[config.mk]
export PLATFORM = sky130hd
export DESIGN_NAME = dual_issue_hazard_ctrl_flat
export DESIGN_NICKNAME = d
export VERILOG_FILES = /design/src/rtl/hazard_pkg.sv /design/src/rtl/dual_issue_hazard_ctrl_if.sv /design/src/rtl/reg_match.sv /design/src/rtl/dual_issue_hazard_ctrl.sv /design/src/flat_wrapper.sv
export SDC_FILE = /design/constraint.sdc
export NUM_CORES = 1
export LEC_CHECK = 0
export ABC_AREA = 1
export CAP_MARGIN = 20
export CELL_PAD_IN_SITES_DETAIL_PLACEMENT = 1
export CELL_PAD_IN_SITES_GLOBAL_PLACEMENT = 1
export CORE_UTILIZATION = 28
export DETAILED_ROUTE_END_ITERATION = 16
export GPL_ROUTABILITY_DRIVEN = 1
export PLACE_DENSITY_LB_ADDON = 0.1
export SETUP_SLACK_MARGIN = 0.1
export SYNTH_ARGS = -nofsm -noshare
export SYNTH_HDL_FRONTEND = slang
export SYNTH_SLANG_ARGS = --single-unit
[constraint.sdc]
create_clock -name clk -period 1.9 [get_ports clk]
set_input_delay 0.285 -clock clk [delete_from_list [all_inputs] [get_ports clk]]
set_output_delay 0.285 -clock clk [all_outputs]
set_load 0.05 [all_outputs]
[src/rtl/hazard_pkg.sv]
// hazard_pkg: shared types, constants and helpers for the dual-issue hazard controller
package hazard_pkg;
    localparam int REG_AW_DEF = 5;
    localparam int CNT_W_DEF  = 16;
    localparam int REG_ZERO   = 0;

    typedef enum logic {RUN, SPLIT} state_e;

    // Increments v unless it already holds the all-ones value of a w-bit counter.
    function automatic logic [31:0] sat_inc(input logic [31:0] v, input int w);
        logic [31:0] max_v;
        max_v = (w >= 32) ? '1 : ((32'd1 << w) - 32'd1);
        return (v == max_v) ? v : v + 32'd1;
    endfunction
endpackage

[src/rtl/dual_issue_hazard_ctrl_if.sv]
// dual_issue_hazard_ctrl_if: decode/execute hazard inputs and stall/flush/counter outputs
//   slave  : the hazard controller (consumes indices/enables, drives stalls/flushes/counters)
//   master : the pipeline side (drives indices/enables, observes stalls/flushes/counters)
interface dual_issue_hazard_ctrl_if #(
    parameter int REG_AW = 5,
    parameter int CNT_W  = 16
);
    logic [REG_AW-1:0] RS1_D1, RS2_D1, RD_D1, RS1_D2, RS2_D2, RD_D2, RD_E1, RD_E2;
    logic              RegWriteD1, RegWriteD2, RegWriteE1, RegWriteE2;
    logic              ResultSrcE1, ResultSrcE2, PCSrcE;
    logic              StallF, StallD, FlushD, FlushE1, FlushE2, SplitD;
    logic [CNT_W-1:0]  SplitCnt, LoadUseCnt;

    modport slave (
        input  RS1_D1, RS2_D1, RD_D1, RegWriteD1, RS1_D2, RS2_D2, RD_D2, RegWriteD2,
               RD_E1, RD_E2, RegWriteE1, RegWriteE2, ResultSrcE1, ResultSrcE2, PCSrcE,
        output StallF, StallD, FlushD, FlushE1, FlushE2, SplitD, SplitCnt, LoadUseCnt
    );

    modport master (
        output RS1_D1, RS2_D1, RD_D1, RegWriteD1, RS1_D2, RS2_D2, RD_D2, RegWriteD2,
               RD_E1, RD_E2, RegWriteE1, RegWriteE2, ResultSrcE1, ResultSrcE2, PCSrcE,
        input  StallF, StallD, FlushD, FlushE1, FlushE2, SplitD, SplitCnt, LoadUseCnt
    );
endinterface

[src/rtl/reg_match.sv]
// reg_match: register-index comparator; m = en && a != x0 && a == b
//   a : destination index (x0 never matches), b : compared index, en : qualifier
module reg_match
    import hazard_pkg::*;
#(
    parameter int W = REG_AW_DEF
) (
    input  logic [W-1:0] a,
    input  logic [W-1:0] b,
    input  logic         en,
    output logic         m
);
    assign m = en && (a != W'(REG_ZERO)) && (a == b);
endmodule

[src/rtl/dual_issue_hazard_ctrl.sv]
// dual_issue_hazard_ctrl: decode/execute hazard and issue control for the dual-PE pipeline
//   clk : rising-edge clock, rst : asynchronous active-low reset
//   bus : slave side of dual_issue_hazard_ctrl_if (hazard inputs, stall/flush/counter outputs)
module dual_issue_hazard_ctrl
    import hazard_pkg::*;
#(
    parameter int REG_AW = REG_AW_DEF,
    parameter int CNT_W  = CNT_W_DEF
) (
    input logic                     clk,
    input logic                     rst,
    dual_issue_hazard_ctrl_if.slave bus
);
    state_e            state_q, state_d;
    logic [CNT_W-1:0]  split_cnt_q, split_cnt_d, lu_cnt_q, lu_cnt_d;
    logic [REG_AW-1:0] src [4];
    logic [REG_AW-1:0] rde [2];
    logic [1:0]        lde;
    logic [7:0]        lu_m;
    logic [2:0]        dep_m;
    logic              run, dep, lu_x, split_ev, act;

    assign src[0] = bus.RS1_D1;
    assign src[1] = bus.RS2_D1;
    assign src[2] = bus.RS1_D2;
    assign src[3] = bus.RS2_D2;
    assign rde[0] = bus.RD_E1;
    assign rde[1] = bus.RD_E2;
    assign lde    = {bus.RegWriteE2 & bus.ResultSrcE2, bus.RegWriteE1 & bus.ResultSrcE1};

    // lu_m[4*k+j]: EX slot k is a load whose destination feeds decode source j
    for (genvar k = 0; k < 2; k++) begin : g_ex
        for (genvar j = 0; j < 4; j++) begin : g_src
            reg_match #(.W(REG_AW)) u_lu (.a(rde[k]), .b(src[j]), .en(lde[k]), .m(lu_m[4*k+j]));
        end
    end

    reg_match #(.W(REG_AW)) u_raw1 (.a(bus.RD_D1), .b(bus.RS1_D2), .en(bus.RegWriteD1), .m(dep_m[0]));
    reg_match #(.W(REG_AW)) u_raw2 (.a(bus.RD_D1), .b(bus.RS2_D2), .en(bus.RegWriteD1), .m(dep_m[1]));
    reg_match #(.W(REG_AW)) u_waw (.a(bus.RD_D1), .b(bus.RD_D2),
                                   .en(bus.RegWriteD1 & bus.RegWriteD2), .m(dep_m[2]));

    assign run = (state_q == RUN);
    assign dep = |dep_m;
    // In SPLIT only PE2 remains in decode, so only its sources can cause a load-use stall.
    assign lu_x     = !bus.PCSrcE && (run ? |lu_m : |{lu_m[7:6], lu_m[3:2]});
    assign split_ev = run && !bus.PCSrcE && !lu_x && dep;
    assign act      = rst;

    always_comb begin
        bus.StallF  = act && (lu_x || split_ev);
        bus.StallD  = act && (lu_x || split_ev);
        bus.FlushD  = act && bus.PCSrcE;
        // SPLIT always squashes PE1 since it already issued in the previous cycle.
        bus.FlushE1 = act && (bus.PCSrcE || lu_x || !run);
        bus.FlushE2 = act && (bus.PCSrcE || lu_x || split_ev);
        bus.SplitD  = act && !run;
        state_d     = bus.PCSrcE ? RUN : split_ev ? SPLIT : (!run && lu_x) ? SPLIT : RUN;
        split_cnt_d = split_ev ? CNT_W'(sat_inc(32'(split_cnt_q), CNT_W)) : split_cnt_q;
        lu_cnt_d    = lu_x ? CNT_W'(sat_inc(32'(lu_cnt_q), CNT_W)) : lu_cnt_q;
    end

    always_ff @(posedge clk or negedge rst) begin
        if (!rst) begin
            state_q     <= RUN;
            split_cnt_q <= '0;
            lu_cnt_q    <= '0;
        end else begin
            state_q     <= state_d;
            split_cnt_q <= split_cnt_d;
            lu_cnt_q    <= lu_cnt_d;
        end
    end

    assign bus.SplitCnt   = split_cnt_q;
    assign bus.LoadUseCnt = lu_cnt_q;
endmodule

[src/flat_wrapper.sv]
// flat-port wrapper written by rule: the top's interface ports become plain ports
module dual_issue_hazard_ctrl_flat import hazard_pkg::*;
#(
    parameter int REG_AW = REG_AW_DEF,
    parameter int CNT_W  = CNT_W_DEF
)
  (clk, rst, bus_RS1_D1, bus_RS2_D1, bus_RD_D1, bus_RegWriteD1, bus_RS1_D2, bus_RS2_D2, bus_RD_D2, bus_RegWriteD2, bus_RD_E1, bus_RD_E2, bus_RegWriteE1, bus_RegWriteE2, bus_ResultSrcE1, bus_ResultSrcE2, bus_PCSrcE, bus_StallF, bus_StallD, bus_FlushD, bus_FlushE1, bus_FlushE2, bus_SplitD, bus_SplitCnt, bus_LoadUseCnt);
  dual_issue_hazard_ctrl_if #(.REG_AW(REG_AW), .CNT_W(CNT_W)) bus_i ();
  input logic clk;
  input logic rst;
  input wire logic [$bits(bus_i.RS1_D1)-1:0] bus_RS1_D1;
  input wire logic [$bits(bus_i.RS2_D1)-1:0] bus_RS2_D1;
  input wire logic [$bits(bus_i.RD_D1)-1:0] bus_RD_D1;
  input wire logic [$bits(bus_i.RegWriteD1)-1:0] bus_RegWriteD1;
  input wire logic [$bits(bus_i.RS1_D2)-1:0] bus_RS1_D2;
  input wire logic [$bits(bus_i.RS2_D2)-1:0] bus_RS2_D2;
  input wire logic [$bits(bus_i.RD_D2)-1:0] bus_RD_D2;
  input wire logic [$bits(bus_i.RegWriteD2)-1:0] bus_RegWriteD2;
  input wire logic [$bits(bus_i.RD_E1)-1:0] bus_RD_E1;
  input wire logic [$bits(bus_i.RD_E2)-1:0] bus_RD_E2;
  input wire logic [$bits(bus_i.RegWriteE1)-1:0] bus_RegWriteE1;
  input wire logic [$bits(bus_i.RegWriteE2)-1:0] bus_RegWriteE2;
  input wire logic [$bits(bus_i.ResultSrcE1)-1:0] bus_ResultSrcE1;
  input wire logic [$bits(bus_i.ResultSrcE2)-1:0] bus_ResultSrcE2;
  input wire logic [$bits(bus_i.PCSrcE)-1:0] bus_PCSrcE;
  output wire logic [$bits(bus_i.StallF)-1:0] bus_StallF;
  output wire logic [$bits(bus_i.StallD)-1:0] bus_StallD;
  output wire logic [$bits(bus_i.FlushD)-1:0] bus_FlushD;
  output wire logic [$bits(bus_i.FlushE1)-1:0] bus_FlushE1;
  output wire logic [$bits(bus_i.FlushE2)-1:0] bus_FlushE2;
  output wire logic [$bits(bus_i.SplitD)-1:0] bus_SplitD;
  output wire logic [$bits(bus_i.SplitCnt)-1:0] bus_SplitCnt;
  output wire logic [$bits(bus_i.LoadUseCnt)-1:0] bus_LoadUseCnt;
  assign bus_i.RS1_D1 = bus_RS1_D1;
  assign bus_i.RS2_D1 = bus_RS2_D1;
  assign bus_i.RD_D1 = bus_RD_D1;
  assign bus_i.RegWriteD1 = bus_RegWriteD1;
  assign bus_i.RS1_D2 = bus_RS1_D2;
  assign bus_i.RS2_D2 = bus_RS2_D2;
  assign bus_i.RD_D2 = bus_RD_D2;
  assign bus_i.RegWriteD2 = bus_RegWriteD2;
  assign bus_i.RD_E1 = bus_RD_E1;
  assign bus_i.RD_E2 = bus_RD_E2;
  assign bus_i.RegWriteE1 = bus_RegWriteE1;
  assign bus_i.RegWriteE2 = bus_RegWriteE2;
  assign bus_i.ResultSrcE1 = bus_ResultSrcE1;
  assign bus_i.ResultSrcE2 = bus_ResultSrcE2;
  assign bus_i.PCSrcE = bus_PCSrcE;
  assign bus_StallF = bus_i.StallF;
  assign bus_StallD = bus_i.StallD;
  assign bus_FlushD = bus_i.FlushD;
  assign bus_FlushE1 = bus_i.FlushE1;
  assign bus_FlushE2 = bus_i.FlushE2;
  assign bus_SplitD = bus_i.SplitD;
  assign bus_SplitCnt = bus_i.SplitCnt;
  assign bus_LoadUseCnt = bus_i.LoadUseCnt;
  dual_issue_hazard_ctrl #(.REG_AW(REG_AW), .CNT_W(CNT_W)) u_core (.clk(clk), .rst(rst), .bus(bus_i));
endmodule
* Yosys cells after proc, flatten, opt, wreduce, memory -nomap -nowiden
Index checks and enable logic that the tools add are counted.
** Cells by class
- $add $sub $neg :: 2
- Equality and inequality tests :: 13
- Muxes and demuxes :: 4
- Bitwise logic cells :: 6
- Reductions and logical operators :: 39
** Operators with widths (count)
- 5-bit == test :: 11
- 16-bit by 1-bit adder with 16-bit output, second input constant :: 2
- 16-bit == test, second input constant :: 2
- 1-bit logical AND :: 25
- 5-bit nonzero test :: 3
- 8-bit OR reduction :: 1
- 1-bit logical OR :: 4
- 1-bit 2-to-1 mux :: 4
- 2-bit AND reduction :: 2
- 4-bit OR reduction :: 1
- 1-bit AND :: 3
- 1-bit inverter :: 3
- 3-bit OR reduction :: 1
- 1-bit logical NOT :: 2
** Word-level totals
- Register bits :: 33
- Input port bits :: 49
- Output and inout bits :: 38
- Logic and storage cells :: 67

* Longest topological paths before layout
- Depth in word-level cells :: 11
- Mapped depth :: 18
- Gate-level depth less buffers :: 16

* Modules after synthesis
A second synthesis with hierarchy kept.
** Unflattened totals
- Cell total of the unflattened synthesis :: 648
- Area total of the unflattened synthesis :: 3513.4 um^2
** By module, submodules not included
- dual_issue_hazard_ctrl :: times used 1, cells an instance 329, area an instance 2233.4 um^2
- reg_match :: times used 11, cells an instance 29, area an instance 116.4 um^2

* Worst setup path before layout
Ideal clock, no wire load.
- Path type :: input to output
- Start :: in bus_RD_E1[4]
- End :: out bus_FlushE2
- Data arrival time :: 2.064 ns
- Required time :: 1.615 ns
- Setup slack :: -0.449 ns
- Cell stages on the path :: 12
- Buffers on the path :: 1
- Cell sequence :: buf_2 -> inv_2 -> nand2_1 -> o21bai_1 -> inv_2 -> nand3_1 -> nand2_1 -> nor2_1 -> nand2_1 -> nand2_1 -> nand3_1 -> a21boi_1
** On the way
- Longest elaborated chain between the ends :: 11
- Elaborated cells between the ends (all ways) :: 20
- Those cells by class :: 4 x eq/ne; 1 x mux; 15 x reduce/logical
** Ends and longest elaborated chain
- start: declaration :: RTL line flat_wrapper.sv:19 : input wire logic [$bits(bus_i.RD_E1)-1:0] bus_RD_E1;
- 5-bit nonzero test :: RTL line reg_match.sv:13 : assign m = en && (a != W'(REG_ZERO)) && (a == b);
- 1-bit logical AND (2 in series) :: RTL line reg_match.sv:13
- 8-bit OR reduction or 4-bit OR reduction (tied branches) :: RTL line dual_issue_hazard_ctrl.sv:46 : assign lu_x = !bus.PCSrcE && (run ? |lu_m : |{lu_m[7:6], lu_m[3:2]});
- 1-bit 2-to-1 mux (*) :: RTL line dual_issue_hazard_ctrl.sv:46
- 1-bit logical AND (*) :: RTL line dual_issue_hazard_ctrl.sv:46
- 1-bit logical NOT :: RTL line dual_issue_hazard_ctrl.sv:47 : assign split_ev = run && !bus.PCSrcE && !lu_x && dep;
- 1-bit logical AND (2 in series) :: RTL line dual_issue_hazard_ctrl.sv:47
- 1-bit logical OR (*) :: RTL line dual_issue_hazard_ctrl.sv:56 : bus.FlushE2 = act && (bus.PCSrcE || lu_x || split_ev);
- 1-bit logical AND (*) :: RTL line dual_issue_hazard_ctrl.sv:56
- end: declaration :: RTL line flat_wrapper.sv:30 : output wire logic [$bits(bus_i.FlushE2)-1:0] bus_FlushE2;
Every way passes the cells marked *; elsewhere a longest branch is shown, timed or not.

* Worst setup path after layout
- Start :: in bus_RD_E1[1]
- End :: out bus_StallF
** On the way
- Longest elaborated chain between the ends :: 11
- Elaborated cells between the ends (all ways) :: 19
- Those cells by class :: 4 x eq/ne; 1 x mux; 14 x reduce/logical
** Ends and longest elaborated chain
- 5-bit nonzero test :: RTL line reg_match.sv:13
- 1-bit logical AND (2 in series) :: RTL line reg_match.sv:13
- 8-bit OR reduction or 4-bit OR reduction (tied branches) :: RTL line dual_issue_hazard_ctrl.sv:46
- 1-bit 2-to-1 mux (*) :: RTL line dual_issue_hazard_ctrl.sv:46
- 1-bit logical AND (*) :: RTL line dual_issue_hazard_ctrl.sv:46
- 1-bit logical NOT :: RTL line dual_issue_hazard_ctrl.sv:47
- 1-bit logical AND (2 in series) :: RTL line dual_issue_hazard_ctrl.sv:47
- 1-bit logical OR (*) :: RTL line dual_issue_hazard_ctrl.sv:51 : bus.StallF = act && (lu_x || split_ev);
- 1-bit logical AND (*) :: RTL line dual_issue_hazard_ctrl.sv:51
- end: declaration :: RTL line flat_wrapper.sv:26 : output wire logic [$bits(bus_i.StallF)-1:0] bus_StallF;
Marks and branches as above.

==> results.ini <==
[grt]
grt.met1_usage_pct=25.9
grt_start_max_net_pins=17
top_usage_layer=met2
grt_pass1_wl_um=17500
grt_pass1_vias=3681
antenna_found_initial=0
grt_use_met2_pct=33.9
grtUsageMet3_pct=2.97
grt_use_total_pct=19.5
gr-total-overflow=0

[drt]
ant_nets=0
vias_per_cell=4.69
drtIter0Drc=79
wl_um=11100
drc=0
dr.pass1.iters=4
routedWlPerCell_um=14.2
num_vias=3652

[sta]
finalHoldViolCount=0
clock.fmax_mhz=497
setup_ws_ns=-0.113
min_period_ns=2.01
setup_viol=3
worst_slew_pin_slew_ns=0.529
setup_tns_ns=-0.305
max_slew_margin_pct=64.6
hold_ws_ns=0.0811
timing.final.crit_share_pct=106
fin_skew_ns=0.00663
maxSlewViolCount=0
rsz0062_at_grt=true

[floorplanning]
fp.dieW_um=106
io_pins=87
chipHeight_um=106
initial_core_util_pct=29.0
core-area_sq_um=10400
dieArea_sq_um=11100
rows=37

[cells_and_area]
syn_to_final_growth_pct=74.3
n_antenna_cell=0
nets=692
drive_gt1_share_pct=46.4
post-route-util_pct=50.5

[clocking]
clkSlewWorstSetupHoldPaths_ns=0.08
numClockSinks=33
clockRootBuffer=clkbuf_8
cts_tree=yes
cts_made_buffers=5
clk_latency_ns=0.29
clockBufferDepth=2
cts_max_level=2

[synthesis]
yosys.cell_count.top_type=nand2_1
synth_edf_count=0
yosys_warnings=0
synth.avg_cell_area_sq_um=6.19
seq_area_frac_synth_pct=27.5
synth_area_sq_um=3000
synth-main-ff-cell=dfrtp_1
yosysUniqueCellTypes=28
netlist_instances=485
ys_ff_latch=33
synthTopCellsByArea=dfrtp_1 28%, nand2_1 25%, xnor2_1 9.3%, nand3_1 7.2%, inv_1 6.4%
yosysTopAreaCell=dfrtp_1
postSynthNetCount=536
yosysTopAreaCellShare_pct=27.5
synthArstFlopShare_pct=100
synthTopCellsByCount=203 x nand2_1, 51 x inv_1, 43 x nand3_1, 33 x dfrtp_1, 32 x xnor2_1

[min_path]
hold_class=in2async

[placement]
place_congestion=0.793
hpwl_um=8390
dp_slack_ns=-0.707
io_buffers=86

[pwr]
power_density_nw_per_um2=582
finalPower_mw=3.05
peakVddDrop_mv=0.552
leakage_nw=2.66

[status]
status=finished, violations left
failed_checks=setup timing

[setup_path]
crit_arrival_ns=1.73
crit_fanout=4
worstPathRequired_ns=1.62
r2r-end=u_core.bus.SplitCnt[7]
end_kind=output pin
reg2reg_slack_ns=0.13
r2r_cells=7
crit_type=in2out
start_kind=input port
r2r_start=u_core.bus.SplitCnt[6]

[job]
drv_cap=0

[critical path, stage by stage]
cell	delay, ns
buf_8	0.10
buf_8	0.13
xnor2_2	0.13
nand2_1	0.08
nor2_2	0.13
nand3_2	0.07
nand2_2	0.09
nor2_4	0.04
nand2_2	0.08
nand2_4	0.07
nand3_4	0.07
nand2_2	0.06
nand2_2	0.08
clkinvlp_4	0.13
buf_12	0.17
[stage by stage]
stage / cell area [sq um] / cells
finish: 5240 / 778
global route: 5240 / 778
CTS: 4710 / 765
detailed placement: 4480 / 747
global placement: 4480 / 747
floorplan: 3150 / 485
[how the worst max path moves through the flow]
stage	end	from	depth (start not counted)	slack, ns
6_report	bus_StallF	bus_RD_E1[1]	15	-0.11
5_1_grt	bus_StallF	bus_RD_E1[1]	17	-0.24
4_1_cts	bus_StallF	bus_RD_E2[1]	19	-0.22
3_5_place_dp	bus_StallF	bus_RD_E1[4]	17	-0.71
3_3_place_gp	bus_FlushE2	bus_RD_E1[4]	14	-0.69
2_1_floorplan	bus_StallF	bus_RD_E2[1]	18	-0.18
[layout by cell type, fill, tap and decap left out, drive strengths merged]
master	netlist	routed
a21boi	1	1
a21oi	1	1
buf	10	126
clkbuf	0	7
clkdlybuf4s15	0	2
clkdlybuf4s50	0	5
clkinv	0	2
clkinvlp	0	1
dfrtp	33	33
dlygate4sd2	0	17
dlygate4sd3	0	1
dlymetal6s2s	0	6
ha	2	2
inv	65	64
nand2	203	203
nand3	45	45
nand3b	1	1
nand4	13	14
nor2	33	33
nor3	12	12
nor4	4	4
o21ai	12	12
o21bai	1	1
or4	1	1
xnor2	32	32
xor2	16	16
[repair_timing]
action,in CTS,in global routing
endpoints found under the setup margin,46,39
pin swaps,62,76
cloned,0,1
hold buffers,1,0
setup buffers,9,16
endpoints found under the hold margin,9,0
gates resized for setup,212,145
[cell families after synthesis]
| logic type | synth area share, % |
|---|---|
| fa+ha+maj | 0.833 |
| xor+xnor | 14.0 |
| buf+inv | 10.6 |
| simple gates | 44.4 |
| compound gates | 2.67 |
| flops | 27.5 |
[sequential cells by signal, summed over array words and instances (netlist names)]
| name | count |
|---|---|
| u_core.bus.SplitCnt | 16 |
| u_core.bus.LoadUseCnt | 16 |
| u_core.state_q | 1 |
[where the power goes]
part,internal (mW),total [mW],switching (mW)
clock network,0.254,0.543,0.288
registers,0.817,0.937,0.120
logic,0.640,1.57,0.927
total,1.71,3.05,1.34
[per-layer routing]
layer | up-vias | part of all wire [%]
met4 | 0 | 0.67
li1 | 1826 | -
met3 | 10 | 3.0
met5 | - | 0
met1 | 1762 | 46
met2 | 54 | 50
[layout make-up]
class                           count  area [sq um]
Timing Repair Buffer              158          1460
Inverter                           65           290
Tap cell                          136           170
Clock buffer                        6          72.6
Fill cell                        1330          5130
Multi-Input combinational cell    378          2390
Sequential cell                    33           847
Clock inverter                      2          10.0
Power figures use the tool's default switching activity.
